File: config.mk
export PLATFORM = sky130hd
export DESIGN_NAME = alu_seq
export DESIGN_NICKNAME = d
export VERILOG_FILES = /design/src/rtl/alu_seq.sv
export SDC_FILE = /design/constraint.sdc
export NUM_CORES = 2
export LEC_CHECK = 0
export CAP_MARGIN = 20
export CORE_MARGIN = 3
export CORE_UTILIZATION = 45
export DETAILED_ROUTE_END_ITERATION = 7
export RECOVER_POWER = 50
export SLEW_MARGIN = 5
export SYNTH_ARGS = -nofsm -noshare
export SYNTH_HDL_FRONTEND = slang
export SYNTH_SLANG_ARGS = --single-unit
File: constraint.sdc
create_clock -name clk -period 24 [get_ports clk]
set_clock_uncertainty 0.05 [all_clocks]
set_input_delay 6 -clock clk [delete_from_list [all_inputs] [get_ports clk]]
set_output_delay 6 -clock clk [all_outputs]
set_load 0.005 [all_outputs]
File: src/rtl/alu_seq.sv
// alu_seq: handshaked execute-stage ALU; simple ops return in one cycle, MUL/DIV iterate one bit per cycle.
// Optional macro ALU_SEQ_EARLY_OUT_EN: MUL finishes as soon as the remaining multiplier bits are zero.
module alu_seq #(
  parameter int unsigned WIDTH = 32
) (
  input  logic             clk,
  input  logic             rst_n,
  input  logic             in_valid,
  output logic             in_ready,
  input  logic [WIDTH-1:0] a,
  input  logic [WIDTH-1:0] b,
  input  logic [3:0]       alu_op,
  output logic             out_valid,
  input  logic             out_ready,
  output logic [WIDTH-1:0] alu_out,
  output logic             zero,
  output logic             lt,
  output logic             gt,
  output logic             overflow
);
  localparam int unsigned SHW = $clog2(WIDTH);
  localparam int unsigned CW  = $clog2(WIDTH + 1);
  localparam int unsigned W2  = 2 * WIDTH;
  localparam logic [WIDTH-1:0] MIN_VAL = {1'b1, {(WIDTH-1){1'b0}}};

  localparam logic [3:0] OP_ADD  = 4'd0,  OP_SUB  = 4'd1,  OP_SEQ = 4'd2,  OP_SLT = 4'd3;
  localparam logic [3:0] OP_SGT  = 4'd4,  OP_AND  = 4'd5,  OP_OR  = 4'd6,  OP_NOT = 4'd7;
  localparam logic [3:0] OP_SLTU = 4'd8,  OP_SGTU = 4'd9,  OP_SLL = 4'd10, OP_SRL = 4'd11;
  localparam logic [3:0] OP_SLA  = 4'd12, OP_SRA  = 4'd13, OP_MUL = 4'd14, OP_DIV = 4'd15;

`ifdef ALU_SEQ_EARLY_OUT_EN
  localparam bit EARLY = 1'b1;
`else
  localparam bit EARLY = 1'b0;
`endif

  typedef enum logic [1:0] {IDLE, BUSY, DONE} state_e;

  state_e           state_q, state_d;
  logic             out_valid_q, out_valid_d;
  logic [WIDTH-1:0] alu_out_q, alu_out_d;
  logic             zero_q, zero_d, lt_q, lt_d, gt_q, gt_d, overflow_q, overflow_d;
  logic [W2-1:0]    acc_q, acc_d, mc_q, mc_d;
  logic [WIDTH-1:0] mp_q, mp_d;
  logic             neg_q, neg_d, is_div_q, is_div_d;
  logic [CW-1:0]    cnt_q, cnt_d;

  logic [SHW-1:0]   shamt;
  logic [WIDTH-1:0] sum, diff, a_mag, b_mag, simple_res, quo, fin_res;
  logic             lt_c, gt_c, simple_ovf, accept, fin, fin_ovf, mul_ovf, early_done;
  logic [WIDTH:0]   rem_sh, trial;
  logic [W2-1:0]    step_acc, step_mc, prod;
  logic [WIDTH-1:0] step_mp;

  assign in_ready  = (state_q == IDLE) | ((state_q == DONE) & out_ready);
  assign accept    = in_valid & in_ready;
  assign out_valid = out_valid_q;
  assign alu_out   = alu_out_q;
  assign zero      = zero_q;
  assign lt        = lt_q;
  assign gt        = gt_q;
  assign overflow  = overflow_q;

  assign shamt = b[SHW-1:0];
  assign sum   = a + b;
  assign diff  = a - b;
  assign lt_c  = $signed(a) < $signed(b);
  assign gt_c  = $signed(a) > $signed(b);
  assign a_mag = a[WIDTH-1] ? -a : a;
  assign b_mag = b[WIDTH-1] ? -b : b;

  // Single-cycle operations, computed straight from the presented operands.
  always_comb begin
    simple_res = '0;
    simple_ovf = 1'b0;
    case (alu_op)
      OP_ADD: begin
        simple_res = sum;
        simple_ovf = (a[WIDTH-1] == b[WIDTH-1]) && (sum[WIDTH-1] != a[WIDTH-1]);
      end
      OP_SUB: begin
        simple_res = diff;
        simple_ovf = (a[WIDTH-1] != b[WIDTH-1]) && (diff[WIDTH-1] != a[WIDTH-1]);
      end
      OP_SEQ:         simple_res = WIDTH'(a == b);
      OP_SLT:         simple_res = WIDTH'(lt_c);
      OP_SGT:         simple_res = WIDTH'(gt_c);
      OP_AND:         simple_res = a & b;
      OP_OR:          simple_res = a | b;
      OP_NOT:         simple_res = ~a;
      OP_SLTU:        simple_res = WIDTH'(a < b);
      OP_SGTU:        simple_res = WIDTH'(a > b);
      OP_SLL, OP_SLA: simple_res = a << shamt;
      OP_SRL:         simple_res = a >> shamt;
      OP_SRA:         simple_res = WIDTH'($signed(a) >>> shamt);
      default:        simple_res = '0;
    endcase
  end

  // One iteration: shift-add multiply (mc = shifted multiplicand) or restoring divide (mc low half = quotient).
  always_comb begin
    rem_sh = {acc_q[WIDTH-1:0], mc_q[WIDTH-1]};
    trial  = rem_sh - {1'b0, mp_q};
    if (is_div_q) begin
      step_acc = trial[WIDTH] ? W2'(rem_sh) : W2'(trial);
      step_mc  = {mc_q[W2-2:0], ~trial[WIDTH]};
      step_mp  = mp_q;
    end else begin
      step_acc = mp_q[0] ? acc_q + mc_q : acc_q;
      step_mc  = mc_q << 1;
      step_mp  = mp_q >> 1;
    end
    prod       = neg_q ? -step_acc : step_acc;
    quo        = neg_q ? -step_mc[WIDTH-1:0] : step_mc[WIDTH-1:0];
    mul_ovf    = ~((&prod[W2-1:WIDTH-1]) | ~(|prod[W2-1:WIDTH-1]));
    early_done = EARLY & ~is_div_q & ~(|step_mp);
  end

  always_comb begin
    state_d     = state_q;
    out_valid_d = out_valid_q;
    alu_out_d   = alu_out_q;
    zero_d      = zero_q;
    lt_d        = lt_q;
    gt_d        = gt_q;
    overflow_d  = overflow_q;
    acc_d       = acc_q;
    mc_d        = mc_q;
    mp_d        = mp_q;
    neg_d       = neg_q;
    is_div_d    = is_div_q;
    cnt_d       = cnt_q;
    fin         = 1'b0;
    fin_res     = '0;
    fin_ovf     = 1'b0;

    case (state_q)
      BUSY: begin
        acc_d = step_acc;
        mc_d  = step_mc;
        mp_d  = step_mp;
        cnt_d = cnt_q - CW'(1);
        if ((cnt_q == CW'(1)) || early_done) begin
          fin     = 1'b1;
          fin_res = is_div_q ? quo : prod[WIDTH-1:0];
          fin_ovf = is_div_q ? 1'b0 : mul_ovf;
        end
      end
      DONE: begin
        if (out_ready) begin
          out_valid_d = 1'b0;
          state_d     = IDLE;
        end
      end
      default: ;
    endcase

    if (accept) begin
      lt_d        = lt_c;
      gt_d        = gt_c;
      out_valid_d = 1'b0;
      if (alu_op == OP_MUL) begin
        if (EARLY && ((a == '0) || (b == '0))) begin
          fin = 1'b1;
        end else begin
          state_d  = BUSY;
          acc_d    = '0;
          mc_d     = W2'(a_mag);
          mp_d     = b_mag;
          neg_d    = a[WIDTH-1] ^ b[WIDTH-1];
          is_div_d = 1'b0;
          cnt_d    = CW'(WIDTH);
        end
      end else if (alu_op == OP_DIV) begin
        if (b == '0) begin
          fin     = 1'b1;
          fin_res = '1;
        end else if ((a == MIN_VAL) && (b == '1)) begin
          fin     = 1'b1;
          fin_res = MIN_VAL;
          fin_ovf = 1'b1;
        end else begin
          state_d  = BUSY;
          acc_d    = '0;
          mc_d     = W2'(a_mag);
          mp_d     = b_mag;
          neg_d    = a[WIDTH-1] ^ b[WIDTH-1];
          is_div_d = 1'b1;
          cnt_d    = CW'(WIDTH);
        end
      end else begin
        fin     = 1'b1;
        fin_res = simple_res;
        fin_ovf = simple_ovf;
      end
    end

    if (fin) begin
      state_d     = DONE;
      out_valid_d = 1'b1;
      alu_out_d   = fin_res;
      zero_d      = ~(|fin_res);
      overflow_d  = fin_ovf;
    end
  end

  always_ff @(posedge clk) begin
    if (!rst_n) begin
      state_q     <= IDLE;
      out_valid_q <= 1'b0;
      alu_out_q   <= '0;
      zero_q      <= 1'b0;
      lt_q        <= 1'b0;
      gt_q        <= 1'b0;
      overflow_q  <= 1'b0;
      acc_q       <= '0;
      mc_q        <= '0;
      mp_q        <= '0;
      neg_q       <= 1'b0;
      is_div_q    <= 1'b0;
      cnt_q       <= '0;
    end else begin
      state_q     <= state_d;
      out_valid_q <= out_valid_d;
      alu_out_q   <= alu_out_d;
      zero_q      <= zero_d;
      lt_q        <= lt_d;
      gt_q        <= gt_d;
      overflow_q  <= overflow_d;
      acc_q       <= acc_d;
      mc_q        <= mc_d;
      mp_q        <= mp_d;
      neg_q       <= neg_d;
      is_div_q    <= is_div_d;
      cnt_q       <= cnt_d;
    end
  end

endmodule

# == Word-level counts from Yosys, hierarchy flattened ==
# Cells that the tools add are included.
# classes
n_addsub,9
order_cmp,4
n_eq_ne,27
shift,3
muxes,78
n_bitwise,13
reduce_logical,16
# op_table
op,count
64-bit two-way mux,15
32-bit two-way mux,18
32-bit case mux with 13 select lines,1
32-bit negation,3
64-bit adder,1
"32-bit equality test, second input constant",2
32-bit greater-than comparator,2
32-bit less-than comparator,2
64-bit negation,1
6-bit two-way mux,6
33-bit two-way mux,1
33-bit AND reduction,1
33-bit OR reduction,1
33-bit by 32-bit subtractor with 33-bit output,1
32-bit adder,1
32-bit AND,1
32-bit equality test,1
"4-bit equality test, second input constant",8
32-bit logical NOT,1
32-bit NOT,1
32-bit bitwise OR,1
32-bit OR reduction,1
32-bit by 5-bit << shifter with 32-bit output,1
32-bit by 5-bit right shift with 32-bit output,1
other kinds (27),78
# totals
register_bits,207
input_bits,72
out_inout_bits,38
elab_cells,164

# == Logic depth before layout (Yosys ltp) ==
# logic_depth
word_depth,17
mapped_depth,34

# == Worst setup path before layout ==
# OpenSTA, ideal clock, no wires.
# synth_path
path_kind,input -> output
from,input port out_ready
to,output port in_ready
t_arrival_ns,6.236
slack_ns,11.714
cell_stages,2
path_buffers,0
path_cell_list,inv_1 -> a21oi_1
# synth_between
elab_chain_len,2
# synth_lines
item,line_no,rtl
start: declaration,14,"input logic out_ready,"
1-bit AND,55,assign in_ready = (state_q == IDLE) | ((state_q == DONE) & out_ready);
1-bit bitwise OR,55,
end: declaration,9,"output logic in_ready,"
# No other way between the ends.

# == Worst setup path after layout ==
# layout_path
from,input port b[0]
to,register acc_q[13]
# layout_between
elab_chain_len,7
word_cells_on_any_way,8
cone_classes,eq/ne: 1; mux: 5; reduce/logical: 2
# layout_lines
item,line_no,rtl
start: declaration,11,"input logic [WIDTH-1:0] b,"
32-bit equality test,178,end else if ((a == MIN_VAL) && (b == '1)) begin
1-bit logical AND,178,
64-bit two-way mux,178,
64-bit two-way mux *,175,if (b == '0) begin
64-bit two-way mux *,174,end else if (alu_op == OP_DIV) begin
64-bit two-way mux *,162,if (alu_op == OP_MUL) begin
64-bit two-way mux *,158,if (accept) begin
end signal: assignment,216,acc_q <= '0;
end signal: assignment,230,acc_q <= acc_d;
end: declaration,43,"logic [W2-1:0] acc_q, acc_d, mc_q, mc_d;"
# Every way passes the cells marked *; elsewhere a longest branch is shown, timed or not.
# A chain may end at the register's enable or synchronous reset.

==> metrics.md <==
| Metric | Value |
|---|---|
| Num CTS Buffers | 30 |
| Synth cell count leaders | nand2_1 (512), nor2_1 (490), a21oi_1 (377), clkbuf_1 (263), o21ai_0 (235) |
| Synth Warn # | 0 |
| Crit path kind | input port to flop |
| H-tree Lvls | 1 |
| Post-Syn Nets | 4489 |
| Pwr Density | 48.28 nW/um^2 |
| Highest Clock Rate | 0.06279 GHz |
| Die ar. | 67230 sq um |
| Slowest CP cell | clkbuf_1 |
| CP cell instances | clkbuf_1, clkbuf_1, clkinv_1, ha_1, nand4_1, or3_1, or4_1, nor2_1, or2_2, nor2_1, o21ai_0, nand2_1, clkbuf_1, nor2_1 |
| Crit path arrival time | 16250 ps |
| Via count | 32960 |
| Detailed-placement wirelength estimate | 95.24 mm |
| Asr flop ratio synth | 0% |
| Worst-path clk slew | 70 ps |
| Worst Path Required | 24330 ps |
| Largest net degree at the start of global routing | 87 |
| Maximum VDD drop | 0.00006542 V |
| Min Tclk post-route | 15930 ps |
| # DRC | 0 |
| Fin crit share | 66.36% |
| Ranking of synthesized cells by area | dfxtp_1 (14%), ha_1 (8.7%), nand2_1 (6.7%), a21oi_1 (6.5%), nor2_1 (6.4%) |
| HP Class | flop to flop |
| Clock root buffer | clkbuf_16 |
| Post-synth EDFFs | 0 |
| Max-slew violation count | 269 |
| Delay-heaviest family, CP | buffers and inverters |
| TritonCTS clock tree | done |
| Routability-driven placement congestion ratio | 1.073 |
| Setup Buffers After CTS | 0 |
| Status | finished with violations |
| Slew @ Worst Pin | 2780 ps |
| Average via count per standard cell | 6.651 |
| Mapped Cells | 4213 |
| CP Capture Type | flop |
| Die height | 259.3 um |
| # hold bufs at CTS | 0 |
| Clock buffer depth | 3 |
| Gr ovfl total | 0 |
| Layout cell share with drive strength beyond 1 | 6.353% |
| Final setup vio count | 0 |
| Synth cell types | 108 |
| Insertion delay to the later sink of the worst-skew pair | 650 ps |
| CP max stage delay | 2050 ps |
| Startpoint Class | input port |
| Drt initial violations | 4127 |
| Post-Syn Area per Cell | 6.852 sq um |
| Pleak | 0.01192 uW |
| # clock sinks | 207 |
| Nets | 4360 |
| Top FF cell, synth | dfxtp_1 |
| Setup TNS | 0 ps |
| Vias in the first global route | 29620 |
| Crit Path Max Fanout | 55 |
| RSZ-0062 raised after global routing | false |
| Failing checks | max-capacitance violations, max-slew violations |
| Drt total wl | 125.0 mm |
| Hold_ws | 411.0 ps |
| Cell area after placement | 30250 sq um |
| Number of top-level pins | 110 |
| Post-synth top area share | 14.35% |
| Area leader, netlist | dfxtp_1 |
| DR WL/cell | 25.22 um |
| Slew headroom | -85.36% |
| Initial Util | 45.60% |
| Final ANT Viol Nets | 0 |
| Die Span X | 259.3 um |
| Antenna violations before repair | 2 |
| Yosys reg bits | 207 |
| Sequential area share after synthesis | 14.35% |
| Port bufs | 109 |
| # fillers | 6597 |
| Buf/Inv on CP | 4 |
| Max-cap viol count | 6 |
| Resized Gates After CTS | 0 |
| Overall power | 1510 uW |
| First-pass GRT wire length | 187.3 mm |
| Hold Fails Final Rpt | 0 |
| Final instance area | 31280 sq um |
| Area delta synth->final | 8.356% |
| GRT Total Usage | 35.66% |
| Mapped Area | 28870 sq um |
| # rows | 92 |
| Total core area | 63310 sq um |
| Most common cell in the synthesized netlist | nand2_1 |
| DR pass1 iterations | 7 |
[cells in the final DEF (no fill, tap or decap), types with 32 or more instances in the layout]
cell type        instances
nand2_1                511
buf_4                   54
nor4_1                  36
dlygate4sd3_1           37
inv_1                  169
a31oi_1                 54
nor2_1                 486
o21ai_0                236
o211ai_1                60
mux2i_1                 61
mux4_2                  46
a311oi_1                36
a21oi_1                377
nand3_1                101
and3_1                  40
a21o_1                  63
xnor2_1                125
o31ai_1                 53
nand2b_1                34
nand4_1                 75
clkdlybuf4s50_1         67
dfxtp_1                205
nor3_1                 125
ha_1                   200
a211oi_1               110
xor2_1                  48
o221ai_1                34
o21a_1                  32
o22ai_1                 37
or3_1                   50
[power by group]
group,switching (uW),internal (uW),total [uW]
registers,23.3,362,385
logic,418,223,641
clock network,205,279,484
total,647,863,1510
[flip-flops by register name, indices dropped and copies added (netlist names)]
| name | cells |
|---|---|
| out_valid | 1 |
| lt | 1 |
| overflow | 1 |
| cnt_q | 6 |
| mc_q | 64 |
| alu_out | 32 |
| gt | 1 |
| neg_q | 1 |
| is_div_q | 1 |
| state_q | 2 |
| zero | 1 |
| acc_q | 64 |
| mp_q | 32 |
[metal layers]
| layer | wire length (um) | up-vias | share of wire, % | GRT usage (%) |
|---|---|---|---|---|
| li1 | - | 15330 | - | - |
| met1 | 52200 | 15490 | 42 | 49.12 |
| met2 | 53200 | 1802 | 43 | 54.39 |
| met3 | 11860 | 331 | 9.5 | 4.546 |
| met4 | 7725 | 0 | 6.2 | 18.47 |
| met5 | 0 | - | 0 | 0 |
[kinds of logic after synthesis]
family / after synthesis / synth area share (%)
AOI/OAI and AO/OA: 1384 / 32.21
muxes: 120 / 6.211
buffers and inverters: 507 / 6.739
and+or+nand+nor: 1618 / 26.29
adders and majority gates: 204 / 8.946
DFF: 207 / 14.35
xor gates and xnor gates: 173 / 5.249
[layout make-up]
cell class | count | area, sq um | share of cell area (%)
inverters | 175 | 658.1 | 2.104
diodes | 1 | 2.502 | 0.008000
well taps | 846 | 1059 | 3.384
flip-flops and latches | 207 | 4151 | 13.27
repair buffers | 171 | 1518 | 4.852
clock inverters | 20 | 250.2 | 0.8000
clock buffers | 36 | 813.3 | 2.600
multi-input cells | 3499 | 22830 | 72.98
[worst paths after layout]
check         startpoint     endpoint  slack (ps)  cells past startpoint
max reg2reg     mc_q[31]     overflow       14160                     28
min reg2reg  alu_out[31]  alu_out[31]         410                      2
max                 b[0]    acc_q[13]        8070                     14
min          alu_out[31]  alu_out[31]         410                      2
[through the flow]
| stage | instances | utilization (%) | setup WS [ps] |
|---|---|---|---|
| global route | 4954 | 49.41 | 7214 |
| global placement | 4895 | 47.75 | 10670 |
| detailed placement | 4897 | 47.78 | 10650 |
| floorplan | 4213 | - | 11710 |
| CTS | 4953 | 49.46 | 10640 |
| finish | 4955 | 49.41 | 8075 |
[tightest hold or removal path, stage by stage (launching register included)]
cell	delay, ps
dfxtp_1	310
nand2_1	50
a21oi_1	50
(Power assumes the default switching activity.)
